--- src/rtl/speed_channel_scheduler_if.sv ---
// Channel-scheduler bus: per-channel phase requests, the shared phase2speed
// engine handshake, and the channel-tagged result/status outputs.
interface speed_channel_scheduler_if #(
    parameter int NCH = 3,
    parameter int PW  = 19,
    parameter int SW  = 16,
    parameter int CW  = (NCH > 1) ? $clog2(NCH) : 1
);
    logic [NCH-1:0]    req_valid;
    logic [NCH*PW-1:0] req_phase;
    logic              eng_sample;
    logic [PW-1:0]     eng_phase;
    logic              eng_ready;
    logic [SW-1:0]     eng_speed;
    logic              res_valid;
    logic [CW-1:0]     res_ch;
    logic [SW-1:0]     res_speed;
    logic [NCH-1:0]    overrun;
    logic              timeout;
    logic              busy;

    // Environment side: phase producers, the engine and the result consumers.
    modport master (
        output req_valid, req_phase, eng_ready, eng_speed,
        input  eng_sample, eng_phase, res_valid, res_ch, res_speed,
               overrun, timeout, busy
    );

    // Scheduler side.
    modport slave (
        input  req_valid, req_phase, eng_ready, eng_speed,
        output eng_sample, eng_phase, res_valid, res_ch, res_speed,
               overrun, timeout, busy
    );
endinterface

--- src/rtl/speed_channel_scheduler.sv ---
// Shares one phase2speed engine between NCH phase-difference channels.
// Each channel owns a one-entry holding slot; a round-robin FSM hands one
// slot at a time to the engine, waits (bounded) for its result and returns
// it on a channel-tagged result bus. Data passes through bit-exact.
module speed_channel_scheduler #(
    parameter int NCH     = 3,
    parameter int PW      = 19,
    parameter int SW      = 16,
    parameter int TIMEOUT = 64
) (
    input  logic                      clock,
    input  logic                      reset,
    speed_channel_scheduler_if.slave  bus
);
    localparam int CW = (NCH > 1) ? $clog2(NCH) : 1;
    localparam int TW = $clog2(TIMEOUT);

    typedef enum logic [1:0] {
        ST_IDLE  = 2'd0,
        ST_ISSUE = 2'd1,
        ST_WAIT  = 2'd2,
        ST_DONE  = 2'd3
    } state_t;

    state_t         state, next_state;
    logic [NCH-1:0] pending;
    logic [PW-1:0]  slot [NCH];
    logic [CW-1:0]  rr;
    logic [CW-1:0]  grant;
    logic [CW-1:0]  pick_idx;
    logic           pick_found;
    logic [NCH-1:0] take;
    logic           issue_now;
    logic           capture;
    logic           abort;
    logic [TW-1:0]  wait_cnt;
    logic [PW-1:0]  eng_phase_q;
    logic [CW-1:0]  res_ch_q;
    logic [SW-1:0]  res_speed_q;
    logic [NCH-1:0] overrun_q;
    logic           timeout_q;

    // Round-robin pick: first pending channel at or after rr, wrapping at NCH.
    always_comb begin : pick
        logic [CW:0] cand;
        pick_found = 1'b0;
        pick_idx   = '0;
        cand       = '0;
        for (int k = 0; k < NCH; k++) begin
            cand = {1'b0, rr} + (CW+1)'(k);
            if (cand >= (CW+1)'(NCH)) cand = cand - (CW+1)'(NCH);
            if (!pick_found && pending[cand[CW-1:0]]) begin
                pick_found = 1'b1;
                pick_idx   = cand[CW-1:0];
            end
        end
    end

    // One-hot of the channel whose slot is handed to the engine this cycle.
    assign take = issue_now ? (NCH'(1) << pick_idx) : '0;

    // FSM state register.
    // NOTE: every clocked process uses non-blocking assignments so all
    // registers update together from values sampled before the edge.
    always_ff @(posedge clock or negedge reset) begin
        if (!reset) state <= ST_IDLE;
        else        state <= next_state;
    end

    // FSM next-state and per-cycle control strobes.
    // NOTE: every output of this block gets a default before the case, so no
    // path leaves a value unassigned and no latch is inferred.
    always_comb begin
        next_state = state;
        issue_now  = 1'b0;
        capture    = 1'b0;
        abort      = 1'b0;
        case (state)
            ST_IDLE: begin
                if (pick_found) begin
                    issue_now  = 1'b1;
                    next_state = ST_ISSUE;
                end
            end
            ST_ISSUE: next_state = ST_WAIT;
            ST_WAIT: begin
                // A ready on the last allowed cycle still wins over the abort.
                if (bus.eng_ready) begin
                    capture    = 1'b1;
                    next_state = ST_DONE;
                end else if (wait_cnt == TW'(TIMEOUT - 1)) begin
                    abort      = 1'b1;
                    next_state = ST_IDLE;
                end
            end
            ST_DONE: next_state = ST_IDLE;
            default: next_state = ST_IDLE;
        endcase
    end

    // Holding slots, pending flags and sticky overrun flags.
    // NOTE: the slot array is cleared by reset on purpose: a reset must
    // leave no stale phase that could later be issued to the engine.
    always_ff @(posedge clock or negedge reset) begin
        if (!reset) begin
            pending   <= '0;
            overrun_q <= '0;
            for (int i = 0; i < NCH; i++) slot[i] <= '0;
        end else begin
            // A sample arriving for the channel being granted refills the slot
            // after the old value was copied out, so it is not an overrun.
            pending <= (pending & ~take) | bus.req_valid;
            for (int i = 0; i < NCH; i++) begin
                if (bus.req_valid[i]) begin
                    slot[i] <= bus.req_phase[i*PW +: PW];
                    if (pending[i] && !take[i]) overrun_q[i] <= 1'b1;
                end
            end
        end
    end

    // Transaction datapath: grant, engine phase, wait counter, results, rr.
    always_ff @(posedge clock or negedge reset) begin
        if (!reset) begin
            grant       <= '0;
            rr          <= '0;
            eng_phase_q <= '0;
            wait_cnt    <= '0;
            res_ch_q    <= '0;
            res_speed_q <= '0;
            timeout_q   <= 1'b0;
        end else begin
            timeout_q <= abort;
            if (issue_now) begin
                grant       <= pick_idx;
                eng_phase_q <= slot[pick_idx];
            end
            if (state == ST_ISSUE)     wait_cnt <= '0;
            else if (state == ST_WAIT) wait_cnt <= wait_cnt + TW'(1);
            if (capture) begin
                res_speed_q <= bus.eng_speed;
                res_ch_q    <= grant;
            end
            if (abort || state == ST_DONE)
                rr <= (grant == CW'(NCH - 1)) ? '0 : grant + CW'(1);
        end
    end

    assign bus.eng_sample = (state == ST_ISSUE);
    assign bus.eng_phase  = eng_phase_q;
    assign bus.res_valid  = (state == ST_DONE);
    assign bus.res_ch     = res_ch_q;
    assign bus.res_speed  = res_speed_q;
    assign bus.overrun    = overrun_q;
    assign bus.timeout    = timeout_q;
    assign bus.busy       = (state != ST_IDLE);
endmodule

--- src/flat_wrapper.sv ---
// flat-port wrapper written by rule: the top's interface ports become plain ports
module speed_channel_scheduler_flat 
#(
    parameter int NCH     = 3,
    parameter int PW      = 19,
    parameter int SW      = 16,
    parameter int TIMEOUT = 64
)
  (clock, reset, bus_req_valid, bus_req_phase, bus_eng_ready, bus_eng_speed, bus_eng_sample, bus_eng_phase, bus_res_valid, bus_res_ch, bus_res_speed, bus_overrun, bus_timeout, bus_busy);
  speed_channel_scheduler_if #(.NCH(NCH), .PW(PW), .SW(SW)) bus_i ();
  input  logic clock;
  input  logic reset;
  input wire logic [$bits(bus_i.req_valid)-1:0] bus_req_valid;
  input wire logic [$bits(bus_i.req_phase)-1:0] bus_req_phase;
  input wire logic [$bits(bus_i.eng_ready)-1:0] bus_eng_ready;
  input wire logic [$bits(bus_i.eng_speed)-1:0] bus_eng_speed;
  output wire logic [$bits(bus_i.eng_sample)-1:0] bus_eng_sample;
  output wire logic [$bits(bus_i.eng_phase)-1:0] bus_eng_phase;
  output wire logic [$bits(bus_i.res_valid)-1:0] bus_res_valid;
  output wire logic [$bits(bus_i.res_ch)-1:0] bus_res_ch;
  output wire logic [$bits(bus_i.res_speed)-1:0] bus_res_speed;
  output wire logic [$bits(bus_i.overrun)-1:0] bus_overrun;
  output wire logic [$bits(bus_i.timeout)-1:0] bus_timeout;
  output wire logic [$bits(bus_i.busy)-1:0] bus_busy;
  assign bus_i.req_valid = bus_req_valid;
  assign bus_i.req_phase = bus_req_phase;
  assign bus_i.eng_ready = bus_eng_ready;
  assign bus_i.eng_speed = bus_eng_speed;
  assign bus_eng_sample = bus_i.eng_sample;
  assign bus_eng_phase = bus_i.eng_phase;
  assign bus_res_valid = bus_i.res_valid;
  assign bus_res_ch = bus_i.res_ch;
  assign bus_res_speed = bus_i.res_speed;
  assign bus_overrun = bus_i.overrun;
  assign bus_timeout = bus_i.timeout;
  assign bus_busy = bus_i.busy;
  speed_channel_scheduler #(.NCH(NCH), .PW(PW), .SW(SW), .TIMEOUT(TIMEOUT)) u_core (.clock(clock), .reset(reset), .bus(bus_i));
endmodule
--- config.mk ---
export PLATFORM = sky130hd
export DESIGN_NAME = speed_channel_scheduler_flat
export DESIGN_NICKNAME = d
export VERILOG_FILES = /design/src/rtl/speed_channel_scheduler_if.sv /design/src/rtl/speed_channel_scheduler.sv /design/src/flat_wrapper.sv
export SDC_FILE = /design/constraint.sdc
export NUM_CORES = 1
export LEC_CHECK = 0
export ABC_CLOCK_PERIOD_IN_PS = 2600
export BUFFER_PORTS_ARGS = -buffer_cell sky130_fd_sc_hd__buf_4
export CAP_MARGIN = 15
export CORE_ASPECT_RATIO = 0.6
export CORE_UTILIZATION = 55
export CTS_BUF_LIST = sky130_fd_sc_hd__clkbuf_2
export DETAILED_ROUTE_END_ITERATION = 12
export PLACE_DENSITY_LB_ADDON = 0.15
export SETUP_SLACK_MARGIN = 0.3
export SLEW_MARGIN = 30
export SYNTH_ARGS = -nofsm -noshare
export SYNTH_HDL_FRONTEND = slang
export SYNTH_SLANG_ARGS = --single-unit
--- constraint.sdc ---
create_clock -name clock -period 2.6 [get_ports clock]
set_input_delay 0 -clock clock [delete_from_list [all_inputs] [get_ports clock]]
set_output_delay 0 -clock clock [all_outputs]
set_load 0.005 [all_outputs]
==> results_dict.tcl, run 1 <==
set metrics [dict create \
    status "aborted with a tool error" \
    syn_area_um2 4950 \
    synthFlopType "dfrtp_1" \
    io_buffers 122 \
    place_hpwl_um 8060 \
    die_x_um 124 \
    yosys_warnings 0 \
    ys_seq_area_share_pct 57.2 \
    start_util_pct 57.4 \
    haltStage "clock tree synthesis (4_1_cts)" \
    synth_cell_types 39 \
    cts_root_buffer "clkbuf_2" \
    ys_ff_latch 113 \
    numClockSinks 113 \
    numCtsBuffers 17 \
    die_h_um 75.5 \
    ctsHtreeMaxLevel 4 \
    synth_fp_nets 501 \
    holdBufCountCts 135 \
    finalWeightedCongestion 0.938 \
    postSynth.asyncResetShare_pct 100 \
    postSynthAreaPerCell_um2 12.0 \
    cts_resized 8 \
    io_pins 123 \
    synth_edf_count 0 \
    syn_inst 412 \
    post-cts-setup-buffers 4 \
    tool.error "[ERROR RSZ-0060] Max buffer count reached." \
    rows 26 \
    clockBufferDepth 2 \
]
-- stage by stage --
step           instance area (µm²)  worst slack, ns  setup TNS [ns]  hold WS (ns)  instances
2_1_floorplan                 4960            0.310               0        -0.296        412
3_3_place_gp                  6040            0.169               0       -0.0170        635
3_5_place_dp                  6040          -0.0330          -0.146       -0.0113        635
-- synth_stat cells (2+ instances only) --
library cell,n,share of area [%]
inv_1,32,2.4
nand2_1,46,3.5
o22ai_1,5,0.63
nor3b_1,3,0.46
mux2_2,59,13
or3b_2,2,0.35
o21ai_0,23,2.3
a32oi_1,2,0.35
a211o_1,2,0.35
nor2b_1,2,0.25
a31oi_1,2,0.25
nand3b_1,3,0.46
buf_2,7,0.71
o221ai_1,19,3.4
a21oi_1,6,0.61
nor2_1,7,0.53
dfrtp_1,113,57
mux2i_1,23,4.7
nand3_1,5,0.51
a211oi_1,2,0.30
ha_1,10,2.5
a21o_1,3,0.46
nand2b_1,7,0.89
clkbuf_1,14,1.1
-- cell families after synthesis --
group	count (synthesis)	share of synthesized area (%)
AO/OA/AOI/OAI	74	10.3
adder cells (fa/ha/maj)	10	2.53
flip-flops	113	57.2
buffers and inverters	54	4.35
multiplexers	82	18.1
AND/OR/NAND/NOR	79	7.51
==> run 2, diff against run 1 <==
--- a/config.mk
+++ b/config.mk
@@ -8,12 +8,9 @@
 export ABC_CLOCK_PERIOD_IN_PS = 2600
 export BUFFER_PORTS_ARGS = -buffer_cell sky130_fd_sc_hd__buf_4
 export CAP_MARGIN = 15
-export CORE_ASPECT_RATIO = 0.6
-export CORE_UTILIZATION = 55
-export CTS_BUF_LIST = sky130_fd_sc_hd__clkbuf_2
+export CORE_UTILIZATION = 40
 export DETAILED_ROUTE_END_ITERATION = 12
 export PLACE_DENSITY_LB_ADDON = 0.15
-export SETUP_SLACK_MARGIN = 0.3
 export SLEW_MARGIN = 30
 export SYNTH_ARGS = -nofsm -noshare
 export SYNTH_HDL_FRONTEND = slang
==> run 2 against run 1 <==
  * The run now ends clean
  * Synthesized cell count unchanged
  * Synthesized area did not move
==> results_dict.tcl, run 2 <==
set metrics [dict create \
    cts_root_buffer "clkbuf_16" \
    rsz0062_at_grt "false" \
    routedLengthMet1_um 5210 \
    ir_drop_mv 0.476 \
    cp-start-kind "register" \
    final_common_cell "buf_4" \
    areaGrowthSynthToFinish_pct 49.6 \
    drive_gt1_share_pct 36.0 \
    grt_overflow 0 \
    grt_pass1_wl_um 19800 \
    worst_pin_slew_ns 0.582 \
    drv_cap 0 \
    synth_fp_nets 501 \
    clockBufferDepth 2 \
    synth_edf_count 0 \
    status "finished, final reports clean" \
    postSynthAreaPerCell_um2 12.0 \
    critPathRequiredTime_ns 2.90 \
    viasPerCell 5.01 \
    wl_per_cell_um 15.7 \
    finalCritPeriodShare_pct 94.8 \
    core-area_um2 12000 \
    die_x_um 113 \
    drtIter0Drc 157 \
    setup_tns_ns 0 \
    die_area_um2 12800 \
    drt_wl_total_um 12200 \
    die_h_um 113 \
    clock.fmax_ghz 0.406 \
    wl_met2_um 6250 \
    antennaDiodeCount 0 \
    hold_violations 0 \
    synth_common_cells "dfrtp_1 (113), mux2_2 (59), nand2_1 (46)" \
    top_register "u_core.slot" \
    finalCriticalPeriod_ns 2.47 \
    critical_path_arrival_ns 2.76 \
    skew_ns 0.00487 \
    setup_viol 0 \
    ant_nets 0 \
    yosysTopAreaCellShare_pct 57.2 \
    max_slew_margin_pct 61.2 \
    fin_util_pct 61.6 \
    clk-insertion-delay-late_ns 0.41 \
    cts.clk_slew.worst_paths_ns 0.05 \
    path_max_fanout 20 \
    leakage_nw 3.47 \
    ctsHtreeMaxLevel 4 \
    hold_class "in -> reg" \
    start_util_pct 41.2 \
    largest_register_ff_count 57 \
    power_per_cell_area_nw_per_um2 1080 \
    grt_pass1_vias 4107 \
    worstSetupEndpointType "register" \
    numClockSinks 113 \
    syn_area_um2 4950 \
    postSynth.asyncResetShare_pct 100 \
    track_usage_pct 20.2 \
    top_layer_used "met4" \
    syn_inst 412 \
    p_total_mw 8.00 \
    most-common-layout-cells "buf_4 (127), dfrtp_1 (113), dlygate4sd3_1 (75)" \
    io_pins 123 \
    crit_type "reg -> reg" \
    routed-wl-met3_um 467 \
    drt_pre_antenna_iters 4 \
    tritoncts "built" \
    rows 40 \
    io_buffers 122 \
    ys_seq_area_share_pct 57.2 \
    ys_top_cells_by_area "dfrtp_1 (57%), mux2_2 (13%), mux2i_1 (4.7%), nand2_1 (3.5%), o221ai_1 (3.4%)" \
    yosys_warnings 0 \
    maxSlewViolCount 0 \
    numCtsBuffers 17 \
    via_count 3881 \
    synth_cell_types 39 \
    antenna_found_initial 0 \
    place_hpwl_um 7560 \
    grt_max_degree 71 \
    synthFlopType "dfrtp_1" \
    yosys.area.top_type "dfrtp_1" \
    yosysMostFrequentCell "dfrtp_1" \
    ys_ff_latch 113 \
    finalWeightedCongestion 0.826 \
    fill_cells 967 \
    drc 0 \
    layout.nets 703 \
]
==> run 2: cell counts after synthesis <==
Identical to the previous run, type by type.
==> run 2: path summary, 6_finish.rpt <==
kind                                  startpoint  slack, ns                    end  cells after the start
setup / recovery                    u_core.rr[0]       0.13  u_core.bus.overrun[1]                      9
hold / removal                  bus_req_valid[0]       0.02      u_core.pending[0]                      3
setup reg to reg                    u_core.rr[0]       0.13  u_core.bus.overrun[1]                      9
hold reg to reg            u_core.bus.overrun[0]       0.48  u_core.bus.overrun[0]                      1
max in group asynchronous                  reset       1.69        u_core.slot[12]                      3
min in group asynchronous                  reset       0.13     u_core.wait_cnt[3]                      2
==> run 2: repair_timing <==
item,in CTS,in global routing
hold buffers,75,0
gates resized for setup,0,2
setup buffers,0,0
endpoints found under the setup margin,0,17
hold endpoints to repair,117,0
==> run 2: metal layers <==
metal | track usage (%) | vias to the layer above
met3 | 5.68 | 17
met2 | 35.3 | 102
met5 | 0 | -
met1 | 23.4 | 1909
li1 | - | 1853
met4 | 7.54 | 0
==> run 2: layout make-up <==
class                           instances  area [µm²]  share of cell area [%]
Tap cell                              147         184                    2.49
Clock inverter                         14         166                    2.25
Inverter                               32         120                    1.62
Sequential cell                       113        2830                    38.2
Timing Repair Buffer                  205        1760                    23.8
Clock buffer                           18         429                    5.80
Multi-Input combinational cell        245        1910                    25.8
==> run 2: metrics by stage <==
| step | hold WS (ns) | std cells | instance area (µm²) | worst slack [ns] |
|---|---|---|---|---|
| floorplan | -0.296 | 412 | 4950 | 0.283 |
| global placement | 0.0329 | 667 | 6050 | 0.167 |
| detailed placement | 0.0360 | 667 | 6050 | 0.106 |
| CTS | 0.00217 | 774 | 7390 | 0.0857 |
| global route | 0.0284 | 774 | 7400 | 0.0109 |
| finish | 0.0162 | 774 | 7400 | 0.135 |
==> run 2: worst max-delay path, cell delays in order (launching register included) <==
cell and delay, ns:
dfrtp_1 0.41, inv_1 0.12, ha_2 0.33, or3b_2 0.47, o21ai_0 0.08, a311oi_1 0.11
a21o_1 0.20, buf_12 0.18, or2_1 0.25, a31o_1 0.21
==> run 2: logic make-up after synthesis <==
kind of cell,Yosys count,share of synthesized area (%)
AOI/OAI and AO/OA,74,10.3
and+or+nand+nor,79,7.51
DFF,113,57.2
muxes,82,18.1
adders and majority gates,10,2.53
buffers and inverters,54,4.35
==> run 2: report_power, final <==
part | leakage, nW | switching (mW) | internal [mW]
sequential | 1.34 | 0.355 | 2.26
clock | 0.282 | 0.802 | 1.50
combinational | 1.86 | 1.46 | 1.62
No activity file was read; power rests on OpenSTA's default activity.
==> run 3, diff against run 2 <==
--- a/config.mk
+++ b/config.mk
@@ -6,10 +6,10 @@
 export NUM_CORES = 1
 export LEC_CHECK = 0
 export ABC_CLOCK_PERIOD_IN_PS = 2600
-export BUFFER_PORTS_ARGS = -buffer_cell sky130_fd_sc_hd__buf_4
 export CAP_MARGIN = 15
 export CORE_UTILIZATION = 40
 export DETAILED_ROUTE_END_ITERATION = 12
+export DONT_BUFFER_PORTS = 1
 export PLACE_DENSITY_LB_ADDON = 0.15
 export SLEW_MARGIN = 30
 export SYNTH_ARGS = -nofsm -noshare
==> constraint.sdc (replaced) <==
create_clock -name clock -period 2.6 [get_ports clock]
set_input_delay 0 -clock clock [delete_from_list [all_inputs] [get_ports clock]]
set_output_delay 0 -clock clock [all_outputs]
set_load 0.01 [all_outputs]
==> run 3 against run 2 <==
  * The run now ends with hold timing left
  * Worst hold slack got worse by 0.73 ns
  * Fmax is 1.6% lower
  * Clock skew increased by 0.0041 ns
  * Cell count is 15% lower
  * Setup slack lost 0.040 ns
  * Final area down 12%
  * Critical path depth stayed put
  * Core utilization fell by 7.1 points
  * Sequential share of layout area is 5.0 points higher
  * Combinational power fell by 20%
  * Die area unchanged
  * Critical endpoint unchanged
==> results_dict.tcl, run 3 (synthesis results as in run 2) <==
set metrics [dict create \
    drt_wl_total_um 11200 \
    power_per_cell_area_nw_per_um2 1170 \
    antennaDiodeCount 0 \
    holdBufCountCts 80 \
    switchingPower_mw 2.57 \
    cts_root_buffer "clkbuf_16" \
    p_total_mw 7.67 \
    grt_max_degree 114 \
    fin_hold_ws_ns -0.714 \
    grt_pass1_vias 3682 \
    drtIter0Drc 241 \
    numCtsBuffers 17 \
    via_count 3416 \
    clkPwrFrac_pct 31.4 \
    start_util_pct 41.2 \
    tritoncts "built" \
    drv_cap 0 \
    most-common-layout-cells "dfrtp_1 (113), dlygate4sd3_1 (77), mux2_2 (59)" \
    io_pins 123 \
    core-area_um2 12000 \
    final_common_cell "dfrtp_1" \
    crit_type "reg -> reg" \
    clockBufferDepth 2 \
    track_usage_pct 18.9 \
    grt_pass1_wl_um 18300 \
    drive_gt1_share_pct 21.2 \
    critPathRequiredTime_ns 2.90 \
    r2r_end "u_core.bus.overrun[1]" \
    die_area_um2 12800 \
    violations "hold timing" \
    skew_ns 0.00896 \
    setup_viol 0 \
    ctsHtreeMaxLevel 4 \
    max_slew_margin_pct 63.2 \
    areaGrowthSynthToFinish_pct 32.3 \
    wl_per_cell_um 17.1 \
    clk-insertion-delay-late_ns 0.41 \
    die_h_um 113 \
    hold_violations 113 \
    place_hpwl_um 7040 \
    rows 40 \
    drc 0 \
    sequentialPowerShare_pct 36.3 \
    finalCriticalPeriod_ns 2.51 \
    hold_class "in -> async" \
    finalCritPeriodShare_pct 96.4 \
    largest_register_ff_count 57 \
    r2r_setup_slack_ns 0.09 \
    cts.clk_slew.worst_paths_ns 0.05 \
    fin_util_pct 54.5 \
    worstSetupEndpointType "register" \
    top_register "u_core.slot" \
    leakage_nw 2.92 \
    fill_cells 1013 \
    io_buffers 0 \
    ant_nets 0 \
    cp-start-kind "register" \
    antenna_found_initial 0 \
    ff2ff_path_depth 9 \
    status "complete, but fails checks" \
    worst_pin_slew_ns 0.552 \
    combinationalPowerShare_pct 32.3 \
    crit_chain "inv_1, ha_2, or3b_2, o21ai_0, a311oi_1, a21o_1, buf_12, or2_1, a31o_1" \
    clock.fmax_ghz 0.399 \
    p_int_mw 5.10 \
    finalWeightedCongestion 0.755 \
    post-cts-setup-buffers 0 \
    grt_overflow 0 \
    cp_slowest_stage_delay_ns 0.47 \
    timing.rr.start "u_core.rr[0]" \
    die_x_um 113 \
    ir_drop_mv 0.501 \
    numClockSinks 113 \
    critical_path_arrival_ns 2.81 \
    setup_tns_ns 0 \
    cpLargestDelayFamily "simple AND/OR/NAND/NOR gates" \
    slowest_stage "or3b_2" \
    path_max_fanout 20 \
    maxSlewViolCount 0 \
    path_buf_inv 2 \
    drt_pre_antenna_iters 4 \
    layout.nets 587 \
    switching_share_pct 33.5 \
    cp.depth 9 \
    viasPerCell 5.20 \
]
==> run 3: cell types whose count changed in the layout (fill, tap and decap cells not counted) <==
cell	before	now
clkbuf_8	0	5
buf_12	3	2
clkbuf_1	1	0
clkinv_2	4	3
clkinvlp_4	4	2
buf_4	127	8
clkinv_4	3	1
dlygate4sd3_1	75	77
buf_2	0	2
==> run 3: how the worst max path moves through the flow <==
stage                  from                       to  slack [ns]
3_5_place_dp   u_core.rr[1]  u_core.bus.eng_phase[6]        0.09
6_report       u_core.rr[0]    u_core.bus.overrun[1]        0.09
3_3_place_gp   u_core.rr[0]    u_core.bus.overrun[1]        0.17
5_1_grt        u_core.rr[0]    u_core.bus.overrun[1]      -0.002
4_1_cts        u_core.rr[1]  u_core.bus.eng_phase[6]        0.06
2_1_floorplan  u_core.rr[0]    u_core.bus.overrun[1]        0.28
==> run 3: power groups by stage <==
stage / sequential (mW) / combinational, mW / clock [mW]
after floorplan: 2.66 / 1.88 / 0
after global placement: 2.80 / 2.29 / 0
after detailed placement: 2.81 / 2.35 / 0
after CTS: 2.79 / 2.49 / 2.46
after global routing: 2.85 / 2.74 / 2.54
final: 2.78 / 2.48 / 2.41
==> run 3: final cells by class <==
| class | count | area [µm²] | area share [%] |
|---|---|---|---|
| clock inverter | 9 | 129 | 1.97 |
| tap | 147 | 184 | 2.81 |
| timing repair buffer | 89 | 881 | 13.5 |
| multi-input combinational | 245 | 1910 | 29.2 |
| clock buffer | 22 | 494 | 7.55 |
| inverter | 32 | 120 | 1.84 |
| sequential | 113 | 2830 | 43.2 |
==> run 3: through the flow <==
step / cells / worst slack (ns) / cell area [µm²]
after floorplan: 412 / 0.283 / 4950
after global placement: 546 / 0.168 / 5110
after detailed placement: 546 / 0.0909 / 5110
after CTS: 657 / 0.0574 / 6550
after global routing: 657 / -0.00180 / 6540
final: 657 / 0.0948 / 6540
==> run 3: timing repair <==
item	CTS	global route
endpoints found under the setup margin	0	21
resized for setup	0	2
endpoints found under the hold margin	195	113
==> run 3: routing by layer <==
| layer | wire length [µm] | vias to the layer above | track usage, % |
|---|---|---|---|
| met5 | 0 | - | 0 |
| met1 | 4660 | 1685 | 21.9 |
| met2 | 5730 | 100 | 31.6 |
| met3 | 701 | 13 | 7.07 |
| li1 | - | 1618 | - |
| met4 | 130 | 0 | 7.54 |
